`src/rtl/servo_pkg.sv`:
```
// servo_pkg: shared defaults, state encoding and counter-width helper for servo PWM blocks.
package servo_pkg;
  localparam int PERIOD_TICKS_DEF = 2000;
  localparam int MIN_TICKS_DEF = 100;
  localparam int POS_W_DEF = 8;
  typedef enum logic {IDLE = 1'b0, RUN = 1'b1} state_e;
  function automatic int clog2(input int unsigned v);
    int r;
    r = 1;
    for (int i = 1; i < 32; i++) r = ((32'd1 << i) < v) ? i + 1 : r;
    return r;
  endfunction
endpackage

```
`src/rtl/sync_edge_det.sv`:
```
// sync_edge_det: 2-flop synchroniser followed by a registered one-cycle rising-edge tick.
module sync_edge_det (
  input  logic clk,
  input  logic rst_n,
  input  logic d_i,
  output logic tick_o
);
  logic sync1_q, sync2_q, prev_q, tick_q;
  always_ff @(posedge clk or negedge rst_n) begin
    if (!rst_n) {sync1_q, sync2_q, prev_q, tick_q} <= '0;
    else {sync1_q, sync2_q, prev_q, tick_q} <= {d_i, sync1_q, sync2_q, sync2_q & ~prev_q};
  end
  assign tick_o = tick_q;
endmodule

```
`src/rtl/servo_pwm_gen.sv`:
```
// servo_pwm_gen: fixed-period servo PWM clocked by sclk ticks; commands take effect only at frame wrap.
// Define SERVO_CLAMP_EN to clamp captured commands to POS_MAX.
module servo_pwm_gen
  import servo_pkg::*;
#(
  parameter int PERIOD_TICKS = PERIOD_TICKS_DEF,
  parameter int MIN_TICKS = MIN_TICKS_DEF,
  parameter int POS_W = POS_W_DEF
`ifdef SERVO_CLAMP_EN
  , parameter int POS_MAX = 180
`endif
) (
  input  logic             clk,
  input  logic             rst_n,
  input  logic             sclk_in,
  input  logic             pos_valid,
  input  logic [POS_W-1:0] pos_data,
  output logic             pos_ready,
  output logic             pwm_out,
  output logic             frame_start,
  output logic             active
);
  localparam int CNT_W = clog2(PERIOD_TICKS);
  logic tick, wrap, xfer, apply;
  logic [POS_W-1:0] pos_lim, shadow_q, shadow_d;
  logic [CNT_W-1:0] cnt_q, cnt_d, width_q, width_d;
  logic pending_q, pending_d, pwm_q, pwm_d, fs_q;
  state_e state_q, state_d;
  sync_edge_det u_sync (.clk(clk), .rst_n(rst_n), .d_i(sclk_in), .tick_o(tick));
`ifdef SERVO_CLAMP_EN
  assign pos_lim = (pos_data > POS_W'(POS_MAX)) ? POS_W'(POS_MAX) : pos_data;
`else
  assign pos_lim = pos_data;
`endif
  assign wrap = tick && cnt_q == CNT_W'(PERIOD_TICKS - 1);
  assign xfer = pos_valid && !pending_q;
  // A wrap sees the pre-transfer shadow/pending, so a same-cycle command waits a frame.
  assign apply = wrap && pending_q;
  always_comb begin
    cnt_d = wrap ? '0 : cnt_q + CNT_W'(tick);
    shadow_d = xfer ? pos_lim : shadow_q;
    pending_d = xfer || (pending_q && !wrap);
    width_d = apply ? CNT_W'(MIN_TICKS) + CNT_W'(shadow_q) : width_q;
    state_d = apply ? RUN : state_q;
    pwm_d = state_q == RUN && cnt_q < width_q;
  end
  always_ff @(posedge clk or negedge rst_n) begin
    if (!rst_n) begin
      cnt_q <= '0;
      shadow_q <= '0;
      width_q <= '0;
      pending_q <= 1'b0;
      pwm_q <= 1'b0;
      fs_q <= 1'b0;
      state_q <= IDLE;
    end else begin
      cnt_q <= cnt_d;
      shadow_q <= shadow_d;
      width_q <= width_d;
      pending_q <= pending_d;
      pwm_q <= pwm_d;
      fs_q <= wrap;
      state_q <= state_d;
    end
  end
  assign pos_ready = ~pending_q;
  assign pwm_out = pwm_q;
  assign frame_start = fs_q;
  assign active = state_q == RUN;
endmodule

```
`config.mk`:
```
export PLATFORM = sky130hd
export DESIGN_NAME = servo_pwm_gen
export DESIGN_NICKNAME = d
export VERILOG_FILES = /design/src/rtl/servo_pkg.sv /design/src/rtl/sync_edge_det.sv /design/src/rtl/servo_pwm_gen.sv
export SDC_FILE = /design/constraint.sdc
export NUM_CORES = 1
export LEC_CHECK = 0
export BUFFER_PORTS_ARGS = -buffer_cell sky130_fd_sc_hd__buf_4
export CAP_MARGIN = 20
export CORE_ASPECT_RATIO = 1.75
export CORE_MARGIN = 4
export CORE_UTILIZATION = 30
export DETAILED_ROUTE_END_ITERATION = 8
export PLACE_DENSITY = 0.46
export SYNTH_ARGS = -nofsm -noshare
export SYNTH_HDL_FRONTEND = slang
export SYNTH_HIERARCHICAL = 1
export SYNTH_SLANG_ARGS = --single-unit
```
`constraint.sdc`:
```
create_clock -name clk -period 2.84 [get_ports clk]
set_input_delay 0 -clock clk [delete_from_list [all_inputs] [get_ports clk]]
set_output_delay 0 -clock clk [all_outputs]
set_load 0.02 [all_outputs]
```
==> results of run 1 <==
-- final timing paths --
check / start / end / slack [ps] / cells after the start
max: cnt_q[4] / width_q[1] / 1320 / 3
min: rst_n / shadow_q[6] / 190 / 2
max reg2reg: cnt_q[4] / width_q[1] / 1320 / 3
min reg2reg: u_sync/sync1_q / u_sync/sync2_q / 360 / 0
max in group asynchronous: rst_n / cnt_q[3] / 2320 / 2
min in group clk: u_sync/sync1_q / u_sync/sync2_q / 360 / 0
-- registers in the layout, indices dropped and copies added, names as in the netlist --
| name | flops |
|---|---|
| cnt_q | 11 |
| width_q | 9 |
| shadow_q | 8 |
| active | 1 |
| frame_start | 1 |
| pending_q | 1 |
| pwm_out | 1 |
| u_sync/prev_q | 1 |
| u_sync/sync1_q | 1 |
| u_sync/sync2_q | 1 |
| u_sync/tick_o | 1 |
-- power by group through the flow --
stage / registers [uW] / clock network (uW) / logic [uW]
6_report: 655 / 343 / 234
5_1_grt: 664 / 386 / 272
4_1_cts: 657 / 359 / 239
3_5_place_dp: 666 / 0 / 226
3_3_place_gp: 665 / 0 / 219
2_1_floorplan: 635 / 0 / 167
-- cells by family (layout without fill, tap and decap cells) --
group / after synthesis / after routing / synth area share, %
compound gates: 22 / 22 / 7.833
xor+xnor: 10 / 10 / 5.124
fa+ha+maj: 11 / 11 / 8.053
buf+inv: 12 / 43 / 3.148
flops: 36 / 36 / 52.71
mux: 11 / 11 / 7.248
simple gates: 44 / 44 / 15.89
-- cell usage in the layout, fill, tap and decap left out, drive strengths merged, types with 2 or more instances in the layout --
cell / netlist / layout
a21oi: 3 / 3
a31oi: 2 / 2
and4: 3 / 3
buf: 2 / 15
clkbuf: 0 / 5
dfrtp: 36 / 36
dlygate4sd3: 0 / 11
ha: 11 / 11
inv: 10 / 10
mux2: 11 / 11
nand2: 13 / 13
nand2b: 2 / 2
nand3: 6 / 6
nand4: 3 / 3
nor2: 7 / 7
nor2b: 4 / 4
o21ai: 10 / 10
xnor2: 6 / 6
xor2: 4 / 4
-- layer usage --
metal  vias up  track usage [%]  wire (um)
li1        568                -          -
met1       546            10.60       1196
met2        19            20.29       1854
met3         5            2.194         74
met4         0            5.341         71
met5         -                0          0
-- area by class of cell --
class	count	area [um^2]	area share [%]
Clock buffer	5	68.82	3.289
Tap cell	76	95.09	4.545
Sequential cell	36	900.9	43.06
Inverter	10	37.54	1.794
Clock inverter	2	12.51	0.5981
Multi-Input combinational cell	98	754.5	36.06
Timing Repair Buffer	26	222.7	10.65
-- per-stage QoR --
stage | total power (uW) | hold WS (ps) | util, % | setup slack (ps)
floorplan | 801.2 | -295.6 | - | 1540
global placement | 884.4 | -18.29 | 34.30 | 1329
detailed placement | 892.2 | -11.46 | 34.30 | 1305
CTS | 1255 | 208.9 | 37.76 | 1282
global route | 1323 | 238.6 | 37.76 | 1222
finish | 1232 | 190.6 | 37.76 | 1320
-- what timing repair did --
item | in CTS | in global routing
hold buffers | 11 | 0
resized for setup | 0 | 0
hold endpoints to repair | 46 | 0
setup endpoints to repair | 0 | 0
==> results_dict.tcl, run 1 <==
set metrics [dict create \
    grt_antenna_before_repair 0 \
    p_clk_share_pct 27.9 \
    slew_viol_final 0 \
    synth_warnings 6 \
    fillers 551 \
    die-area_um2 7016 \
    vias_per_cell 4.498 \
    synth-seq-area-share_pct 52.71 \
    slowest_stage "dfrtp_1" \
    fin_crit_ps 1520 \
    clk_pin_slew_worst_paths_ps 70 \
    gp_congestion 0.7804 \
    leakage_uw 0.0009457 \
    tightest_slew_ps 658.7 \
    power.switching_uw 363.7 \
    vias 1138 \
    yosysMostFrequentCell "dfrtp_1" \
    cpPeakStageDelay_ps 440 \
    start_util_pct 30.85 \
    fmax_mhz 657.8 \
    synth_edf_count 0 \
    ys_ff_latch 36 \
    tns_ps 0 \
    yosysTopAreaCell "dfrtp_1" \
    startpoint_type "register" \
    layout.nets 200 \
    grt_pass1_wl_um 5644 \
    path_max_fanout 17 \
    fin_area_um2 2092 \
    drc_errors 0 \
    portBuffers 15 \
    die_h_um 107.9 \
    routed_wl_um 3196 \
    async_reset_ff_share_pct 100.0 \
    ys_types 36 \
    cts_sinks 36 \
    wl_per_cell_um 12.63 \
    die_w_um 65.06 \
    post-place-cells 235 \
    status "finished clean" \
    grt.overflow.total 0 \
    rsz0062_at_grt "false" \
    synth.avg_cell_area_um2 11.71 \
    synthCells 146 \
    grt_pass1_vias 1204 \
    path_class "reg -> reg" \
    ys_top_cells_by_area "dfrtp_1 53%, ha_1 8.1%, mux2_2 7.2%" \
    drv_cap 0 \
    synth_commonest_cells "36 x dfrtp_1, 13 x nand2_1, 11 x ha_1, 11 x mux2_2, 10 x inv_1" \
    relSlewSlack_pct 56.00 \
    rows 36 \
    clock_latency_ps 280 \
    power_density_nw_per_um2 588.8 \
    worstPathRequired_ps 3010 \
    drtAntennaViolNets 0 \
    synth_top_area_share_pct 52.71 \
    synth_fp_nets 169 \
    drtIter0Drc 31 \
    drive_above_1_share_pct 22.03 \
    intPower_uw 868.1 \
    peakVddDrop_mv 0.3342 \
    synthesis.area_um2 1709 \
    seq_power_share_pct 53.2 \
    crit_chain "and4bb_2, nand4_4, mux2_2" \
    ctsHtreeMaxLevel 2 \
    crit_buf_inv 0 \
    sw_frac_of_total_pct 29.53 \
    post-cts-setup-buffers 0 \
    synth_flop_cell "dfrtp_1" \
    hold_viol_final 0 \
    setup_viol 0 \
    num_io_pins 16 \
    post-route-period-util_pct 53.53 \
    cts_root_buffer "clkbuf_8" \
    drt_first_pass_iters 4 \
    area_growth_syn_to_layout_pct 22.40 \
    fin_cells 253 \
    track_usage_pct 10.68 \
    placed_area_um2 1901 \
    cp-end-kind "register" \
    cts_tree "yes" \
    grt_max_degree 37 \
    hpwl_um 2458 \
    antenna_cells 0 \
    hp-class "in -> async" \
    fin_skew_ps 6.293 \
    power_frac_comb_pct 19.0 \
    coreArea_um2 5540 \
    path_delay_family "simple AND/OR/NAND/NOR gates" \
    cp.arrival_ps 1690 \
    clockBufferDepth 2 \
    numCtsBuffers 5 \
]
No activity file was read; power rests on OpenSTA's default activity.
==> run 2, diff against run 1 <==
--- a/config.mk
+++ b/config.mk
@@ -5,13 +5,14 @@
 export SDC_FILE = /design/constraint.sdc
 export NUM_CORES = 1
 export LEC_CHECK = 0
+export ABC_AREA = 1
 export BUFFER_PORTS_ARGS = -buffer_cell sky130_fd_sc_hd__buf_4
 export CAP_MARGIN = 20
 export CORE_ASPECT_RATIO = 1.75
 export CORE_MARGIN = 4
 export CORE_UTILIZATION = 30
 export DETAILED_ROUTE_END_ITERATION = 8
-export PLACE_DENSITY = 0.46
+export PLACE_DENSITY = 0.47
 export SYNTH_ARGS = -nofsm -noshare
 export SYNTH_HDL_FRONTEND = slang
 export SYNTH_HIERARCHICAL = 1
==> constraint.sdc (replaced) <==
create_clock -name clk -period 1.3 [get_ports clk]
set_input_delay 0 -clock clk [delete_from_list [all_inputs] [get_ports clk]]
set_output_delay 0 -clock clk [all_outputs]
set_load 0.02 [all_outputs]
==> run 2 against run 1 <==
Clock-buffer cell count is 3 higher. Clock power rose by 140%. The flow now finishes with violations (setup timing). Fmax is 14% higher. Wire length is 37% higher. Sequential share of layout area shrank 8.4 points.
==> results_dict.tcl, run 2 <==
set metrics [dict create \
    power_uw 3399 \
    synth_flop_cell "dfrtp_1" \
    routed_wl_um 4369 \
    track_usage_pct 13.08 \
    area_growth_syn_to_layout_pct 42.65 \
    synth.avg_cell_area_um2 8.554 \
    cp-end-kind "register" \
    layout.nets 296 \
    gp_congestion 0.8226 \
    yosysMostFrequentCell "nand2_1" \
    final_core_util_pct 44.07 \
    rsz0062_at_grt "true" \
    ys_ff_latch 36 \
    grt_pass1_vias 1629 \
    tightest_slew_ps 483.7 \
    sw_frac_of_total_pct 32.42 \
    synth_fp_nets 237 \
    grt_pass1_wl_um 7279 \
    drv_cap 0 \
    ys_top_cells_by_area "dfrtp_1 49%, nand2_1 12%, ha_1 7.5%" \
    seq_power_share_pct 41.0 \
    clk_pin_slew_worst_paths_ps 80 \
    power_frac_comb_pct 34.9 \
    fin_area_um2 2611 \
    synth_top_area_share_pct 49.21 \
    path_max_fanout 7 \
    intPower_uw 2297 \
    cts_root_buffer "clkbuf_8" \
    synth_commonest_cells "58 x nand2_1, 36 x dfrtp_1, 29 x inv_1" \
    fmax_mhz 751.5 \
    largest-register "cnt_q" \
    slew_viol_final 0 \
    largestRegisters "cnt_q (11), width_q (9), shadow_q (8)" \
    worstPathRequired_ps 1480 \
    die_h_um 111.3 \
    antenna_cells 0 \
    final_cell_mix "44 x nand2_1, 36 x buf_4, 32 x dfrtp_1" \
    startpoint_type "register" \
    start_util_pct 30.89 \
    grt.overflow.total 0 \
    post-route-period-util_pct 102.4 \
    violations "setup timing" \
    vias 1541 \
    cts_tree "yes" \
    critPathLaunch "cnt_q[6]" \
    leakage_uw 0.001275 \
    drc_errors 0 \
    clock_latency_ps 300 \
    largest_reg_flops 11 \
    peakVddDrop_mv 0.6509 \
    drt_first_pass_iters 4 \
    coreArea_um2 5926 \
    ys_types 22 \
    portBuffers 15 \
    numCtsBuffers 5 \
    clockBufferDepth 2 \
    hpwl_um 3081 \
    synthesis.area_um2 1831 \
    fin_skew_ps 11.52 \
    vias_per_cell 4.378 \
    synth_warnings 6 \
    power.switching_uw 1102 \
    rows 37 \
    drive_above_1_share_pct 37.59 \
    async_reset_ff_share_pct 100.0 \
    yosysTopAreaCell "dfrtp_1" \
    setup_ws_ps -30.66 \
    dp_slack_ps -79.05 \
    cts_sinks 36 \
    grt_max_degree 37 \
    drtIter0Drc 29 \
    fin_crit_ps 1331 \
    ctsHtreeMaxLevel 2 \
    reg2reg_from "cnt_q[6]" \
    mostFrequentLayoutCell "nand2_1" \
    hp-class "in -> async" \
    power_density_nw_per_um2 1301 \
    num_io_pins 16 \
    grt_antenna_before_repair 0 \
    placed_area_um2 2191 \
    status "complete, but fails checks" \
    synth_edf_count 0 \
    synthCells 214 \
    die_w_um 67.05 \
    fillers 631 \
    hold_viol_final 0 \
    setup_viol 11 \
    relSlewSlack_pct 67.75 \
    synth-seq-area-share_pct 49.21 \
    drtAntennaViolNets 0 \
    path_class "reg -> reg" \
    cp.arrival_ps 1510 \
    tns_ps -232.6 \
    die-area_um2 7465 \
    p_clk_share_pct 24.1 \
    wl_per_cell_um 12.41 \
]
[run 2: cell types whose count changed after synthesis, sizes merged, moves of 2 or more]
cell	previous run	this run
and4	3	0
a21oi	3	11
nand2	13	62
nor2	7	32
xnor2	6	0
nand3	6	8
nand2b	2	0
nor2b	4	0
inv	10	31
nand4	3	5
mux2	11	4
o21ai	10	5
[run 2: final timing paths]
kind	cells after the start	to	slack (ps)
worst max-delay path	7	width_q[5]	-30
worst min-delay path	2	cnt_q[3]	240
worst max register to register	7	width_q[5]	-30
worst min register to register	0	u_sync/sync2_q	350
max in group asynchronous	2	cnt_q[2]	700
min in group clk	0	u_sync/sync2_q	350
[run 2: cell type report]
type                       count  area (um^2)  area share (%)
timing repair buffer          52        436.7           16.72
inverter                      31        118.9           4.552
tap                           78        97.59           3.737
sequential                    36        905.9           34.69
multi-input combinational    147        962.2           36.85
clock buffer                   8        90.09           3.450
[run 2: stage by stage]
| step | hold slack [ps] | cells |
|---|---|---|
| global route | 291.0 | 352 |
| finish | 240.9 | 352 |
| floorplan | -295.6 | 214 |
| detailed placement | 0.01604 | 326 |
| global placement | 5.332 | 326 |
| CTS | 213.1 | 346 |
[run 2: cell families after synthesis]
group                    after synthesis  share of synthesized area (%)
buffers and inverters                 32                          6.767
flip-flops                            36                          49.21
multiplexers                           4                          2.461
XOR/XNOR                               4                          1.914
AO/OA/AOI/OAI                         18                          5.126
adder cells (fa/ha/maj)               11                          7.519
AND/OR/NAND/NOR                      109                          27.00
[run 2: power by group through the flow]
stage | clock (uW) | combinational [uW] | sequential, uW
floorplan | 0 | 468 | 1360
global placement | 0 | 790 | 1380
detailed placement | 0 | 792 | 1390
CTS | 867 | 866 | 1370
global route | 897 | 1330 | 1410
finish | 820 | 1190 | 1390
[run 2: worst max-delay path, stage by stage, from the launching register on]
cell,delay (ps)
dfrtp_1,430
nand2_2,130
nor2_4,130
nand3_4,200
inv_4,140
nand2_8,80
nand2_2,60
nand2_1,40
[run 2: repair_timing]
action                                  CTS  global route
hold buffers                             11             0
resized for setup                         9            45
pin swaps                                 4            22
endpoints found under the setup margin   14            22
gates cloned                              0             1
endpoints found under the hold margin    46             0
setup buffers                             1             5
[run 2: metal layers]
metal,wire (um),share of wire [%],track usage [%],vias up
met3,77,1.8,3.027,9
met1,1554,36,13.10,731
met5,0,0,0,-
met4,113,2.6,7.182,0
li1,-,-,-,787
met2,2623,60,23.65,14
